**config.mk**
```make
export PLATFORM = sky130hd
export DESIGN_NAME = uart_tx_arbiter
export DESIGN_NICKNAME = d
export VERILOG_FILES = /design/src/rtl/uart_tx_arbiter.sv
export SDC_FILE = /design/constraint.sdc
export NUM_CORES = 1
export LEC_CHECK = 0
export BUFFER_PORTS_ARGS = -buffer_cell sky130_fd_sc_hd__buf_2
export CAP_MARGIN = 20
export CORE_MARGIN = 2
export CORE_UTILIZATION = 52
export DETAILED_ROUTE_END_ITERATION = 10
export PLACE_DENSITY = 0.87
export SYNTH_ARGS = -nofsm -noshare
export SYNTH_HDL_FRONTEND = slang
export SYNTH_SLANG_ARGS = --single-unit
```
**constraint.sdc**
```tcl
create_clock -name txclk -period 6.3 [get_ports txclk]
set_clock_uncertainty 0.2 [all_clocks]
set_input_delay 0.945 -clock txclk [delete_from_list [all_inputs] [get_ports txclk]]
set_output_delay 0.945 -clock txclk [all_outputs]
set_load 0.005 [all_outputs]
```
**src/rtl/uart_tx_arbiter.sv**
```systemverilog
`default_nettype none
// ============================================================================
// Module   : uart_tx_arbiter
// Brief    : Round-robin arbiter that gives four byte-stream requesters
//            packet-locked access to a single UART transmitter.
//
//            A requester wins the UART in IDLE and keeps it until the byte it
//            flagged with req_last has been shifted out and the inter-byte gap
//            has elapsed. Each accepted byte produces a one-cycle ld_tx_data
//            strobe to the UART and a matching req_ack pulse to the requester.
//
// Parameters:
//   GAP      - idle cycles inserted after each byte completes (0..15)
//   TIMEOUT  - stall limit in cycles while the owner withholds its next byte
//              (only used when UART_ARB_TIMEOUT_EN is defined)
//
// Optional feature (macro UART_ARB_TIMEOUT_EN):
//   defined   - an owner that drops req mid-packet for TIMEOUT cycles loses
//               the grant and timeout_err pulses for one cycle
//   undefined - LOAD waits indefinitely and timeout_err is tied low
//
// Ports:
//   txclk        in   UART TX bit clock, all logic on the rising edge
//   reset_n      in   asynchronous active-low reset
//   req[3:0]     in   per-requester byte valid, held until acked
//   req_last[3:0]in   per-requester "this byte ends the packet"
//   req_data[31:0]in  requester i byte on bits [8i+7:8i]
//   req_ack[3:0] out  one-cycle pulse, byte accepted from requester i
//   grant[3:0]   out  one-hot owner of the UART, zero when idle
//   ld_tx_data   out  one-cycle load strobe to the UART
//   tx_data[7:0] out  byte to the UART, valid with ld_tx_data
//   tx_enable    out  UART enable level, high while a packet is owned
//   tx_empty     in   UART transmitter empty flag
//   timeout_err  out  one-cycle pulse when a stalled owner is released
//
// Revision : 1.0 - initial release
// ============================================================================
module uart_tx_arbiter #(
    parameter int GAP     = 1,
    parameter int TIMEOUT = 4096
) (
    input  logic        txclk,
    input  logic        reset_n,
    input  logic [3:0]  req,
    input  logic [3:0]  req_last,
    input  logic [31:0] req_data,
    output logic [3:0]  req_ack,
    output logic [3:0]  grant,
    output logic        ld_tx_data,
    output logic [7:0]  tx_data,
    output logic        tx_enable,
    input  logic        tx_empty,
    output logic        timeout_err
);

    localparam logic [2:0] c_ST_IDLE      = 3'd0;
    localparam logic [2:0] c_ST_LOAD      = 3'd1;
    localparam logic [2:0] c_ST_WAIT_BUSY = 3'd2;
    localparam logic [2:0] c_ST_WAIT_DONE = 3'd3;
    localparam logic [2:0] c_ST_GAP       = 3'd4;

    localparam logic       c_NO_GAP   = (GAP == 0);
    localparam logic [3:0] c_GAP_LAST = 4'(GAP - 1);

    logic [2:0] r_state;
    logic       r_armed;     // first edge after reset release only arms the arbiter
    logic [3:0] r_grant;
    logic [1:0] r_gidx;      // index of the current owner
    logic [1:0] r_ptr;       // highest-priority requester for the next arbitration
    logic [3:0] r_ack;
    logic       r_ld;
    logic [7:0] r_tx_data;
    logic       r_tx_en;
    logic       r_last;      // latched req_last of the byte in flight
    logic [3:0] r_gap_cnt;

    // ------------------------------------------------------------------------
    // Round-robin pick: scan from r_ptr upwards; iterating from the far end
    // downwards lets the nearest requester overwrite the others.
    // ------------------------------------------------------------------------
    logic       w_any_req;
    logic [1:0] w_pick;
    logic [1:0] w_cand;

    always_comb begin
        w_any_req = |req;
        w_pick    = r_ptr;
        w_cand    = r_ptr;
        for (int k = 3; k >= 0; k--) begin
            w_cand = r_ptr + 2'(k);
            if (req[w_cand]) begin
                w_pick = w_cand;
            end
        end
    end

    logic       w_owner_req;
    logic [7:0] w_owner_byte;
    logic       w_byte_done;  // byte shifted out and gap (if any) elapsed

    assign w_owner_req  = req[r_gidx];
    assign w_owner_byte = req_data[{r_gidx, 3'b000} +: 8];
    assign w_byte_done  = ((r_state == c_ST_WAIT_DONE) && tx_empty && c_NO_GAP) ||
                          ((r_state == c_ST_GAP) && (r_gap_cnt == c_GAP_LAST));

`ifdef UART_ARB_TIMEOUT_EN
    localparam int                c_TO_W    = $clog2(TIMEOUT + 1);
    localparam logic [c_TO_W-1:0] c_TO_LAST = c_TO_W'(TIMEOUT - 1);

    logic [c_TO_W-1:0] r_to_cnt;
    logic              r_timeout_err;

    assign timeout_err = r_timeout_err;
`else
    logic w_unused_timeout;

    assign w_unused_timeout = (TIMEOUT == 0);
    assign timeout_err      = 1'b0;
`endif

    // ------------------------------------------------------------------------
    // Arbiter FSM, all outputs registered
    // ------------------------------------------------------------------------
    always_ff @(posedge txclk or negedge reset_n) begin
        if (!reset_n) begin
            r_state   <= c_ST_IDLE;
            r_armed   <= 1'b0;
            r_grant   <= 4'b0000;
            r_gidx    <= 2'd0;
            r_ptr     <= 2'd0;
            r_ack     <= 4'b0000;
            r_ld      <= 1'b0;
            r_tx_data <= 8'h00;
            r_tx_en   <= 1'b0;
            r_last    <= 1'b0;
            r_gap_cnt <= 4'd0;
`ifdef UART_ARB_TIMEOUT_EN
            r_to_cnt      <= '0;
            r_timeout_err <= 1'b0;
`endif
        end else begin
            r_armed <= 1'b1;
            r_ack   <= 4'b0000;
            r_ld    <= 1'b0;
`ifdef UART_ARB_TIMEOUT_EN
            r_timeout_err <= 1'b0;
`endif
            case (r_state)
                c_ST_IDLE: begin
                    if (r_armed && w_any_req) begin
                        r_grant <= 4'b0001 << w_pick;
                        r_gidx  <= w_pick;
                        r_ptr   <= w_pick + 2'd1;  // winner drops to lowest priority
                        r_tx_en <= 1'b1;
                        r_state <= c_ST_LOAD;
                    end
                end

                c_ST_LOAD: begin
                    if (w_owner_req && tx_empty) begin
                        r_ld      <= 1'b1;
                        r_ack     <= 4'b0001 << r_gidx;
                        r_tx_data <= w_owner_byte;
                        r_last    <= req_last[r_gidx];
                        r_state   <= c_ST_WAIT_BUSY;
                    end
`ifdef UART_ARB_TIMEOUT_EN
                    // Only an absent owner byte counts as a stall; a busy
                    // UART with a byte waiting does not.
                    if (w_owner_req) begin
                        r_to_cnt <= '0;
                    end else if (r_to_cnt == c_TO_LAST) begin
                        r_to_cnt      <= '0;
                        r_timeout_err <= 1'b1;
                        r_grant       <= 4'b0000;
                        r_tx_en       <= 1'b0;
                        r_state       <= c_ST_IDLE;
                    end else begin
                        r_to_cnt <= r_to_cnt + 1'b1;
                    end
`endif
                end

                c_ST_WAIT_BUSY: begin
                    if (!tx_empty) begin
                        r_state <= c_ST_WAIT_DONE;
                    end
                end

                c_ST_WAIT_DONE, c_ST_GAP: begin
                    if (w_byte_done) begin
                        if (r_last) begin
                            r_grant <= 4'b0000;
                            r_tx_en <= 1'b0;
                            r_state <= c_ST_IDLE;
                        end else begin
                            r_state <= c_ST_LOAD;
                        end
                    end else if (r_state == c_ST_WAIT_DONE) begin
                        if (tx_empty) begin
                            r_gap_cnt <= 4'd0;
                            r_state   <= c_ST_GAP;
                        end
                    end else begin
                        r_gap_cnt <= r_gap_cnt + 4'd1;
                    end
                end

                default: begin
                    r_state <= c_ST_IDLE;
                end
            endcase
        end
    end

    assign req_ack    = r_ack;
    assign grant      = r_grant;
    assign ld_tx_data = r_ld;
    assign tx_data    = r_tx_data;
    assign tx_enable  = r_tx_en;

endmodule
`default_nettype wire

```
* After elaboration in Yosys (flattened, before gate mapping) *
Cells that the tools add are included.

cells by class
  $add $sub $neg = 5
  multiply operators = 0
  div/mod/pow operators = 0
  magnitude comparators = 5
  equality and inequality tests = 12
  shift-type cells = 3
  muxes and demuxes = 38
  bitwise operators = 1
  reductions and logical operators = 13

operator list
  cell                 number
  $shiftx 32x6->8      1
  $mux 4               7
  $mux 3               6
  $lt 2x3->1 const B   5
  $bmux 1 s2           6
  $mux 1               12
  $ne 2x2->1 const B   6
  $pmux 3 s4           1
  $mux 2               4
  $pmux 4 s2           1
  $shl 1x2->4 const A  2
  $eq 3x2->1 const B   2
  $ne 3x3->1 const B   2
  $reduce_and 5->1     1
  $add 2x1->2 const B  2
  $add 2x2->2 const B  2
  $add 4x1->4 const B  1
  $logic_not 4->1      1
  $reduce_and 2->1     2
  $reduce_and 4->1     1
  $reduce_or 4->1      1
  $eq 3x1->1 const B   1
  $eq 3x3->1 const B   1
  $logic_and 1x1->1    3
  other kinds (6)      6

word-level totals
  bits in registers = 31
  bits in latches = 0
  bits in writable memories = 0
  ROM bits = 0
  input port bits = 43
  output and inout port bits = 19
  memories kept = 0

* Longest topological paths before layout *
Gate-level depths: netlist (run 1).

  word-level depth = 10
  mapped depth = 8

* Worst setup path before layout (run 1) *
No wires, ideal clock.

  path kind = input port to flip-flop
  from = input req[2]
  to = register r_last
  setup time = 0.125 ns
  arrival time = 2.058 ns
  data required time = 5.975 ns
  slack = 3.917 ns
  stages on the path = 6
  path buffers = 1
  cells stage by stage = mux4_2 > nand2_1 > or2_2 > inv_2 > buf_4 > mux2_2

between the ends
  longest elaborated chain between the ends = 4

ends and longest elaborated chain
  element                       line  text
  start, declared               44    input logic [3:0] req,
  $bmux 1 s2                    101   assign w_owner_req = req[r_gidx];
  $mux 1 (not written as such)  101
  $logic_and 1x1->1             160   if (w_owner_req && tx_empty) begin
  $reduce_and 2->1 (no line)    n/a
  end signal, assigned          164   r_last <= req_last[r_gidx];
  end, declared                 74    logic r_last;

Every way passes these cells. The select of a mux whose other input is x is not followed.
A chain may end at the register's enable or synchronous reset.

* Worst setup path after layout (run 1) *
  from = register r_gidx[0]
  to = register r_tx_data[5], in the netlist tx_data[5]

between the ends
  longest elaborated chain between the ends = 4
  elaborated cells on any way between the ends = 5
  classes of those cells = 1 x shift; 2 x mux; 2 x reduce/logical

ends and longest elaborated chain
  element                                                                  line  text
  start, declared                                                          68    logic [1:0] r_gidx;
  start signal, assigned                                                   152   r_gidx <= w_pick;
  parallel branches: the longest is 4 deep, another holds $shiftx 32x6->8  n/a
  end signal, assigned                                                     163   r_tx_data <= w_owner_byte;
  end, declared                                                            72    logic [7:0] r_tx_data;

Parallel ways; which one is timed is not known. The select of a mux whose other input is x is not followed.

==> results of run 1 <==
report_power, final:
group	internal, W	leakage (nW)	switching, W
logic	0.000186	0.581	0.000121
registers	0.000266	0.389	0.0000852
clock network	0.0000818	0.0383	0.0000695
registers in the layout, indices dropped and copies added (netlist names):
register,count
r_gidx,2
ld_tx_data,1
grant,4
r_state,3
r_last,1
tx_data,8
r_gap_cnt,4
r_armed,1
req_ack,4
tx_enable,1
r_ptr,2
cells in the mapped netlist, types with 3 or more instances:
cell / instances
a21o_1: 3
a21oi_1: 6
clkbuf_1: 3
dfrtp_1: 31
inv_1: 11
mux2_2: 10
mux4_2: 10
nand2_1: 10
nor2_1: 6
nor3_1: 3
o21ai_0: 5
o22ai_1: 5
metrics by stage:
| step | total power [W] | setup slack (ns) | util [%] | hold WS (ns) | instance area [sq um] |
|---|---|---|---|---|---|
| after floorplan | 0.0005622 | 3.917 | - | 0.2701 | 1649 |
| after global placement | 0.0006467 | 3.691 | 64.88 | 0.2765 | 1964 |
| after detailed placement | 0.0006595 | 3.652 | 64.88 | 0.2666 | 1964 |
| after CTS | 0.0008107 | 3.848 | 67.23 | 0.2958 | 2036 |
| after global routing | 0.0008547 | 3.696 | 67.23 | 0.3169 | 2036 |
| final | 0.0008100 | 3.876 | 67.23 | 0.2990 | 2036 |
worst max-delay path: stages, from the launching register on:
cell and delay (ns):
dfrtp_1 0.80, mux4_2 0.36, nand2_1 0.07, or2_2 0.30, inv_2 0.21, mux2_2 0.37
path summary, 6_finish.rpt:
check | start | endpoint | slack (ns) | depth (start not counted)
max reg2reg | r_gidx[0] | tx_data[5] | 3.88 | 5
max | r_gidx[0] | tx_data[5] | 3.88 | 5
min reg2reg | grant[2] | grant[2] | 0.30 | 2
min | grant[2] | grant[2] | 0.30 | 2
max in group asynchronous | reset_n | grant[2] | 5.02 | 1
min in group asynchronous | reset_n | r_gap_cnt[3] | 0.43 | 1
area by class of cell:
cell class | count | area (sq um) | area share, %
timing repair buffer | 61 | 307.8 | 15.12
tap | 44 | 55.05 | 2.704
multi-input combinational | 89 | 780.7 | 38.35
inverter | 12 | 45.04 | 2.213
clock buffer | 6 | 41.29 | 2.028
sequential | 31 | 775.7 | 38.11
clock inverter | 1 | 30.03 | 1.475
cells by family (layout without fill, tap and decap cells):
logic type      after synthesis  after routing  share of synthesized area, %
flops                        31             31                         47.04
buf+inv                      20             80                         5.614
other cells                   2              2                        0.4554
mux                          21             21                         21.40
xor+xnor                      2              2                         1.062
compound gates               28             28                         11.46
fa+ha+maj                     2              2                         1.517
simple gates                 34             34                         11.46
routing by layer:
metal  up-vias  GRT usage, %  wire (um)
met4         0         9.524         83
met5         -             0          0
met1       654         25.96       1476
met3        11         6.710        216
li1        630             -          -
met2        49         32.45       1896
==> flow_summary.json, run 1 <==
{
  "dieArea_sq_mm": 0.003638,
  "cts-root-buf": "clkbuf_4",
  "fp.dieW_um": 60.32,
  "hold_viol_final": 0,
  "async_flop_share_pct": 100.0,
  "syn_inst": 140,
  "syn_area_per_cell_sq_um": 11.78,
  "synth_area_sq_mm": 0.001649,
  "synth.area.top_cells": "dfrtp_1, mux4_2, mux2_2, inv_1, nand2_1",
  "ys_seq_area_share_pct": 47.04,
  "synth-edff-count": 0,
  "slew_violations": 0,
  "final_common_cell": "buf_2",
  "grt_pass1_wl_um": 5368,
  "synthFlopType": "dfrtp_1",
  "power_leakage_nw": 1.008,
  "wl_per_cell_um": 15.05,
  "die_y_um": 60.32,
  "ys_seq_elements": 31,
  "crit_fanout": 13,
  "cts_tree": "yes",
  "hpwl_um": 2599,
  "worstHoldPathType": "register to register",
  "clkTransAtPathRegs_ns": 0.09,
  "synth_largest_area_cell": "dfrtp_1",
  "synthDistinctLibCells": 41,
  "nFillCells": 233,
  "start_util_pct": 54.46,
  "post-place-cells": 237,
  "crit_arrival_ns": 2.43,
  "grt_pass1_vias": 1152,
  "yosysWarnings": 0,
  "core_sq_mm": 0.003028,
  "clk_latency_ns": 0.34,
  "grt_overflow": 0,
  "gp_congestion": 0.7803,
  "grt_setup_unrepaired": "no",
  "fp-row-count": 20,
  "vias": 1344,
  "cts_num_sinks": 31,
  "status": "completed",
  "port_buffers": 60,
  "via_per_inst": 5.508,
  "layout_common_cells": "buf_2, dfrtp_1, inv_1",
  "numCtsBuffers": 5,
  "htreeDepth": 2,
  "areaGrowthSynthToFinish_pct": 23.44,
  "drive_gt1_share_pct": 47.00,
  "max_freq_mhz": 412.6,
  "antenna_left": 0,
  "peakVddDrop_v": 0.0002774,
  "finalNonFillerCells": 244,
  "power_density_mw_per_mm2": 397.9,
  "grt_max_degree": 32,
  "cp-end-kind": "register",
  "crit_required_ns": 6.31,
  "fin_crit_ns": 2.424,
  "drt_pass1_iterations": 4,
  "tightestPinTransition_ns": 0.8399,
  "crit_type": "register to register",
  "ctsResizeCount": 0,
  "n_antenna_cell": 0,
  "wl_um": 3673,
  "startpoint_type": "register",
  "yosysTopAreaCellShare_pct": 47.04,
  "nNetsFinal": 245,
  "post-cts-setup-buffers": 0,
  "tns_ns": 0,
  "route.detailed.drc": 0,
  "synth_nets": 185,
  "first_iter_violations": 59,
  "cts_hold_buf": 0,
  "clockBufferDepth": 2,
  "final-setup-viol-count": 0,
  "post-route-period-util_pct": 38.47,
  "grt_usage_pct": 20.62,
  "maxCapViolCount": 0,
  "antenna_found_initial": 0,
  "ios": 62,
  "maxSlewHeadroom_pct": 44.01
}
Power figures use the tool's default switching activity.
==> inputs of run 2 (changes only) <==
--- a/config.mk
+++ b/config.mk
@@ -5,12 +5,13 @@
 export SDC_FILE = /design/constraint.sdc
 export NUM_CORES = 1
 export LEC_CHECK = 0
+export ABC_AREA = 1
 export BUFFER_PORTS_ARGS = -buffer_cell sky130_fd_sc_hd__buf_2
 export CAP_MARGIN = 20
 export CORE_MARGIN = 2
-export CORE_UTILIZATION = 52
+export CORE_UTILIZATION = 45
 export DETAILED_ROUTE_END_ITERATION = 10
-export PLACE_DENSITY = 0.87
+export PLACE_DENSITY = 0.78
 export SYNTH_ARGS = -nofsm -noshare
 export SYNTH_HDL_FRONTEND = slang
 export SYNTH_SLANG_ARGS = --single-unit
==> constraint.sdc (replaced) <==
create_clock -name txclk -period 2 [get_ports txclk]
set_clock_uncertainty 0.2 [all_clocks]
set_input_delay 0.3 -clock txclk [delete_from_list [all_inputs] [get_ports txclk]]
set_output_delay 0.3 -clock txclk [all_outputs]
set_load 0.005 [all_outputs]
==> run 2 against run 1 <==
  * Sequential share of layout area shrank 4.3 points
  * Design area grew 13%
  * Routed wire length grew 17%
  * Die area grew 28%
  * Register-to-register slack lost 3.6 ns
  * Fmax grew 37%
  * Synthesized cell count grew 87%
  * Sequential cell count is the same
  * Largest cell class unchanged
  * Highest routed layer unchanged
==> flow_summary.json, run 2 <==
{
  "peakVddDrop_v": 0.0008858,
  "status": "completed",
  "yosysTopAreaCellShare_pct": 41.75,
  "synth.area.top_cells": "dfrtp_1, nand2_1, nand3_1, inv_1, nand4_1",
  "grt_pass1_wl_um": 7341,
  "drive_gt1_share_pct": 27.08,
  "ys_seq_elements": 31,
  "startpoint_type": "register",
  "nFillCells": 369,
  "slew_violations": 0,
  "layout_common_cells": "nand2_1, buf_2, nand3_1, dfrtp_1, inv_1",
  "power_leakage_nw": 1.292,
  "fp-row-count": 23,
  "power_density_mw_per_mm2": 1422,
  "syn_inst": 262,
  "tightestPinTransition_ns": 0.6799,
  "synth-edff-count": 0,
  "first_iter_violations": 102,
  "post-synth-top-count-cell": "nand2_1",
  "nNetsFinal": 369,
  "die_y_um": 68.26,
  "holdWs_ns": 0.1141,
  "ios": 62,
  "maxCapViolCount": 0,
  "synth_nets": 307,
  "htreeDepth": 2,
  "syn_area_per_cell_sq_um": 7.092,
  "numCtsBuffers": 5,
  "dieArea_sq_mm": 0.004659,
  "tns_ns": 0,
  "crit_type": "register to register",
  "hold_viol_final": 0,
  "synthFlopType": "dfrtp_1",
  "max_freq_mhz": 567.0,
  "post-route-period-util_pct": 88.19,
  "synthTopCellsByCount": "nand2_1, nand3_1, dfrtp_1, inv_1, nand4_1",
  "maxSlewHeadroom_pct": 54.67,
  "r2r_slack_ns": 0.24,
  "drt_pass1_iterations": 4,
  "crit_fanout": 5,
  "yosysWarnings": 0,
  "antenna_left": 0,
  "clk_latency_ns": 0.29,
  "grt_max_degree": 32,
  "cts_num_sinks": 31,
  "crit_arrival_ns": 1.74,
  "wl_per_cell_um": 11.46,
  "via_per_inst": 4.912,
  "largest_reg_flops": 8,
  "clkTransAtPathRegs_ns": 0.07,
  "grt_overflow": 0,
  "ys_seq_area_share_pct": 41.75,
  "final_common_cell": "nand2_1",
  "final-setup-viol-count": 0,
  "cp-end-kind": "register",
  "route.detailed.drc": 0,
  "grt_pass1_vias": 1740,
  "antenna_found_initial": 0,
  "synth_largest_area_cell": "dfrtp_1",
  "port_buffers": 60,
  "async_flop_share_pct": 100.0,
  "areaGrowthSynthToFinish_pct": 23.84,
  "synthDistinctLibCells": 29,
  "vias": 1842,
  "grt_usage_pct": 21.18,
  "clockBufferDepth": 2,
  "synth_area_sq_mm": 0.001858,
  "grt_setup_unrepaired": "no",
  "wl_um": 4297,
  "hpwl_um": 3342,
  "fp.dieW_um": 68.26,
  "gp_congestion": 0.8211,
  "cts_tree": "yes",
  "fin_crit_ns": 1.764,
  "cts-root-buf": "clkbuf_8",
  "post-cts-setup-buffers": 0,
  "worstHoldPathType": "input pin to register",
  "n_antenna_cell": 0,
  "core_sq_mm": 0.004000,
  "crit_required_ns": 1.98,
  "start_util_pct": 46.45
}
==> run 2: changes by cell type after synthesis, moves of 10 or more <==
| cell | change |
|---|---|
| mux4_2 | -10 |
| nand3_1 | +42 |
| inv_1 | +15 |
| mux2_2 | -10 |
| nand4_1 | +10 |
| nand2_1 | +82 |
==> run 2: timing repair <==
item | 4_1_cts | 5_1_grt
endpoints found under the hold margin | 31 | 0
resized for setup | 0 | 1
endpoints found under the setup margin | 0 | 1
hold buffers | 1 | 0
==> run 2: final timing paths <==
check / start / to / cells after the start
max: r_gap_cnt[0] / r_gap_cnt[2] / 10
min: req_data[3] / tx_data[3] / 5
max reg2reg: r_gap_cnt[0] / r_gap_cnt[2] / 10
min reg2reg: tx_data[0] / tx_data[0] / 2
max in group asynchronous: reset_n / r_ptr[0] / 2
min in group asynchronous: reset_n / tx_enable / 2
==> run 2: cells by family after synthesis <==
| logic type | Yosys count | synth area share, % |
|---|---|---|
| flops | 31 | 41.75 |
| simple gates | 164 | 39.39 |
| xor+xnor | 1 | 0.4715 |
| buf+inv | 41 | 9.899 |
| fa+ha+maj | 2 | 1.347 |
| compound gates | 21 | 6.733 |
| other cells | 2 | 0.4042 |
==> run 2: worst max-delay path: stages, from the launching register on <==
cell and delay (ns):
dfrtp_1 0.41, inv_1 0.07, ha_1 0.21, nand2_1 0.07, nor2_1 0.04, inv_1 0.08
nand3_1 0.13, inv_1 0.16, nand2_1 0.10, o22ai_1 0.13, a21oi_1 0.05
==> run 2: stage by stage <==
stage | setup slack, ns | power [W] | util, % | cells | area [sq um]
2_1_floorplan | 0.4452 | 0.002305 | - | 262 | 1858
3_3_place_gp | 0.2658 | 0.002676 | 54.64 | 366 | 2186
3_5_place_dp | 0.2295 | 0.002724 | 54.64 | 366 | 2186
4_1_cts | 0.2104 | 0.003290 | 57.49 | 375 | 2300
5_1_grt | 0.01107 | 0.003622 | 57.52 | 375 | 2301
6_report | 0.2363 | 0.003271 | 57.52 | 375 | 2301
==> run 2: cell type report <==
| type | instances | area, sq um | share of cell area, % |
|---|---|---|---|
| clock buffers | 7 | 96.34 | 4.187 |
| flip-flops and latches | 31 | 777.0 | 33.77 |
| inverters | 31 | 118.9 | 5.166 |
| multi-input cells | 190 | 898.4 | 39.04 |
| repair buffers | 65 | 340.3 | 14.79 |
| clock inverters | 1 | 7.507 | 0.3263 |
| well taps | 50 | 62.56 | 2.719 |
==> run 2: power by group <==
part           switching, W  internal (W)
logic               0.00102      0.000626
registers          0.000213      0.000866
clock network      0.000237      0.000313
total               0.00147       0.00180
==> run 2: metal layers <==
metal  GRT usage [%]  share of wire, %  routed length [um]
met4           7.500               1.5                  65
met5               0                 0                   0
met1           26.56                44                1885
met3           6.250               7.5                 323
met2           34.59                47                2023
==> inputs of run 3 (changes only) <==
--- a/config.mk
+++ b/config.mk
@@ -5,13 +5,13 @@
 export SDC_FILE = /design/constraint.sdc
 export NUM_CORES = 1
 export LEC_CHECK = 0
-export ABC_AREA = 1
 export BUFFER_PORTS_ARGS = -buffer_cell sky130_fd_sc_hd__buf_2
 export CAP_MARGIN = 20
 export CORE_MARGIN = 2
-export CORE_UTILIZATION = 45
+export CORE_UTILIZATION = 44
 export DETAILED_ROUTE_END_ITERATION = 10
-export PLACE_DENSITY = 0.78
+export PLACE_DENSITY = 0.79
 export SYNTH_ARGS = -nofsm -noshare
 export SYNTH_HDL_FRONTEND = slang
 export SYNTH_SLANG_ARGS = --single-unit
+export TNS_END_PERCENT = 1
==> run 3 against run 2 <==
  * Clock power decreased by 15%
  * Critical path depth decreased by 6
  * Design area decreased by 7.0%
  * Die area decreased by 8.7%
  * Setup slack got worse by 0.22 ns
  * Via count decreased by 26%
  * Critical endpoint unchanged
  * Highest routed layer unchanged
==> flow_summary.json, run 3 (synthesis results as in run 1) <==
{
  "status": "completed",
  "grt_overflow": 0,
  "clockBufferDepth": 2,
  "die_y_um": 65.22,
  "start_util_pct": 45.39,
  "p_sw_w": 0.0008882,
  "final-setup-viol-count": 0,
  "wl_um": 3737,
  "total_power_w": 0.002642,
  "startpoint_type": "register",
  "crit_required_ns": 2.03,
  "final_common_cell": "buf_2",
  "p_seq_share_pct": 37.3,
  "maxCapViolCount": 0,
  "hpwl_um": 2798,
  "maxSlewHeadroom_pct": 55.24,
  "fp-row-count": 22,
  "post-route-period-util_pct": 99.33,
  "crit_fanout": 6,
  "post-place-cells": 250,
  "critical_path.max_stage_delay_ns": 0.48,
  "n_antenna_cell": 0,
  "cp_slowest_cell": "or4b_1",
  "comb_power_share_pct": 45.1,
  "layout_common_cells": "buf_2, dfrtp_1, inv_1",
  "max_freq_mhz": 503.4,
  "antenna_left": 0,
  "peakVddDrop_v": 0.0005821,
  "slew_violations": 0,
  "cp-end-kind": "register",
  "finalNonFillerCells": 259,
  "tightestPinTransition_ns": 0.6715,
  "grt_pass1_vias": 1282,
  "fp.dieW_um": 65.22,
  "dp_slack_ns": -0.006061,
  "clk_latency_ns": 0.29,
  "drive_gt1_share_pct": 49.76,
  "route.detailed.drc": 0,
  "largest_reg_flops": 8,
  "grt_pass1_wl_um": 5740,
  "power_leakage_nw": 1.058,
  "ios": 62,
  "worst_slack_ns": 0.01340,
  "p_int_w": 0.001754,
  "cts-root-buf": "clkbuf_8",
  "nNetsFinal": 255,
  "clkPwrFrac_pct": 17.6,
  "hold_viol_final": 0,
  "core_sq_mm": 0.003633,
  "grt_usage_pct": 18.45,
  "htreeDepth": 2,
  "crit_arrival_ns": 2.02,
  "cts_tree": "yes",
  "antenna_found_initial": 0,
  "gp_congestion": 0.8403,
  "first_iter_violations": 106,
  "wl_per_cell_um": 14.43,
  "netSwitchingFraction_pct": 33.62,
  "fin_crit_ns": 1.987,
  "vias": 1358,
  "power_density_mw_per_mm2": 1234,
  "drt_pass1_iterations": 4,
  "clkTransAtPathRegs_ns": 0.06,
  "dieArea_sq_mm": 0.004254,
  "crit_chain": "or3b_4 -> mux2_4 -> or4b_1 -> nand2_1",
  "numCtsBuffers": 5,
  "port_buffers": 60,
  "path_buf_inv": 0,
  "cts_num_sinks": 31,
  "worstHoldPathType": "input pin to register",
  "grt_max_degree": 32,
  "crit_family": "simple AND/OR/NAND/NOR gates",
  "crit_type": "register to register",
  "areaGrowthSynthToFinish_pct": 29.82,
  "via_per_inst": 5.243
}
==> run 3: worst reg2reg max path, delay by kind of cell, from the launching register on <==
| kind | cells | cell delay [ns] |
|---|---|---|
| simple gates | 3 | 0.98 |
| mux | 1 | 0.34 |
| flops | 1 | 0.41 |
==> run 3: layout make-up <==
class | count | area [sq um]
multi-input cells | 89 | 787.0
fillers | 316 | 1493
inverters | 12 | 50.05
clock buffers | 7 | 76.32
clock inverters | 1 | 5.005
well taps | 48 | 60.06
flip-flops and latches | 31 | 777.0
repair buffers | 71 | 385.4
==> run 3: stage by stage <==
step	hold WS, ns	TNS [ns]	utilization (%)	instance area [sq um]
2_1_floorplan	-0.1956	-0.05761	-	1659
3_5_place_dp	0.1722	-0.01620	56.06	2037
3_3_place_gp	0.1683	0	56.06	2037
5_1_grt	0.1976	-0.005439	58.92	2141
4_1_cts	0.1597	0	58.64	2131
6_report	0.1634	0	58.92	2141
==> run 3: worst paths after layout <==
check,cells after the start,start,end,slack [ns]
setup / recovery,4,r_state[0],r_gap_cnt[2],0.01
max in group asynchronous,2,reset_n,r_gap_cnt[0],0.75
hold / removal,4,tx_empty,r_state[1],0.16
hold reg to reg,1,tx_enable,tx_enable,0.28
min in group asynchronous,2,reset_n,r_gap_cnt[3],0.38
setup reg to reg,4,r_state[0],r_gap_cnt[2],0.01
==> run 3: what timing repair did <==
action | 4_1_cts | 5_1_grt
pin swaps | 0 | 0
buffers inserted | 0 | 0
hold buffers | 1 | 0
cloned | 0 | 0
resized for setup | 1 | 3
endpoints found under the hold margin | 31 | 0
endpoints found under the setup margin | 9 | 7
==> run 3: layer usage <==
layer | up-vias | track usage (%) | wire, um
met2 | 32 | 28.70 | 1911
met3 | 9 | 4.795 | 143
met1 | 671 | 22.95 | 1571
li1 | 646 | - | -
met5 | - | 0 | 0
met4 | 0 | 11.46 | 110
==> run 3: power groups by stage <==
stage	Sequential [W]	Clock, W	Combinational (W)
2_1_floorplan	0.000979	0	0.000812
3_3_place_gp	0.000984	0	0.00116
3_5_place_dp	0.000992	0	0.00118
4_1_cts	0.000983	0.000480	0.00120
5_1_grt	0.00101	0.000505	0.00131
6_report	0.000986	0.000465	0.00119
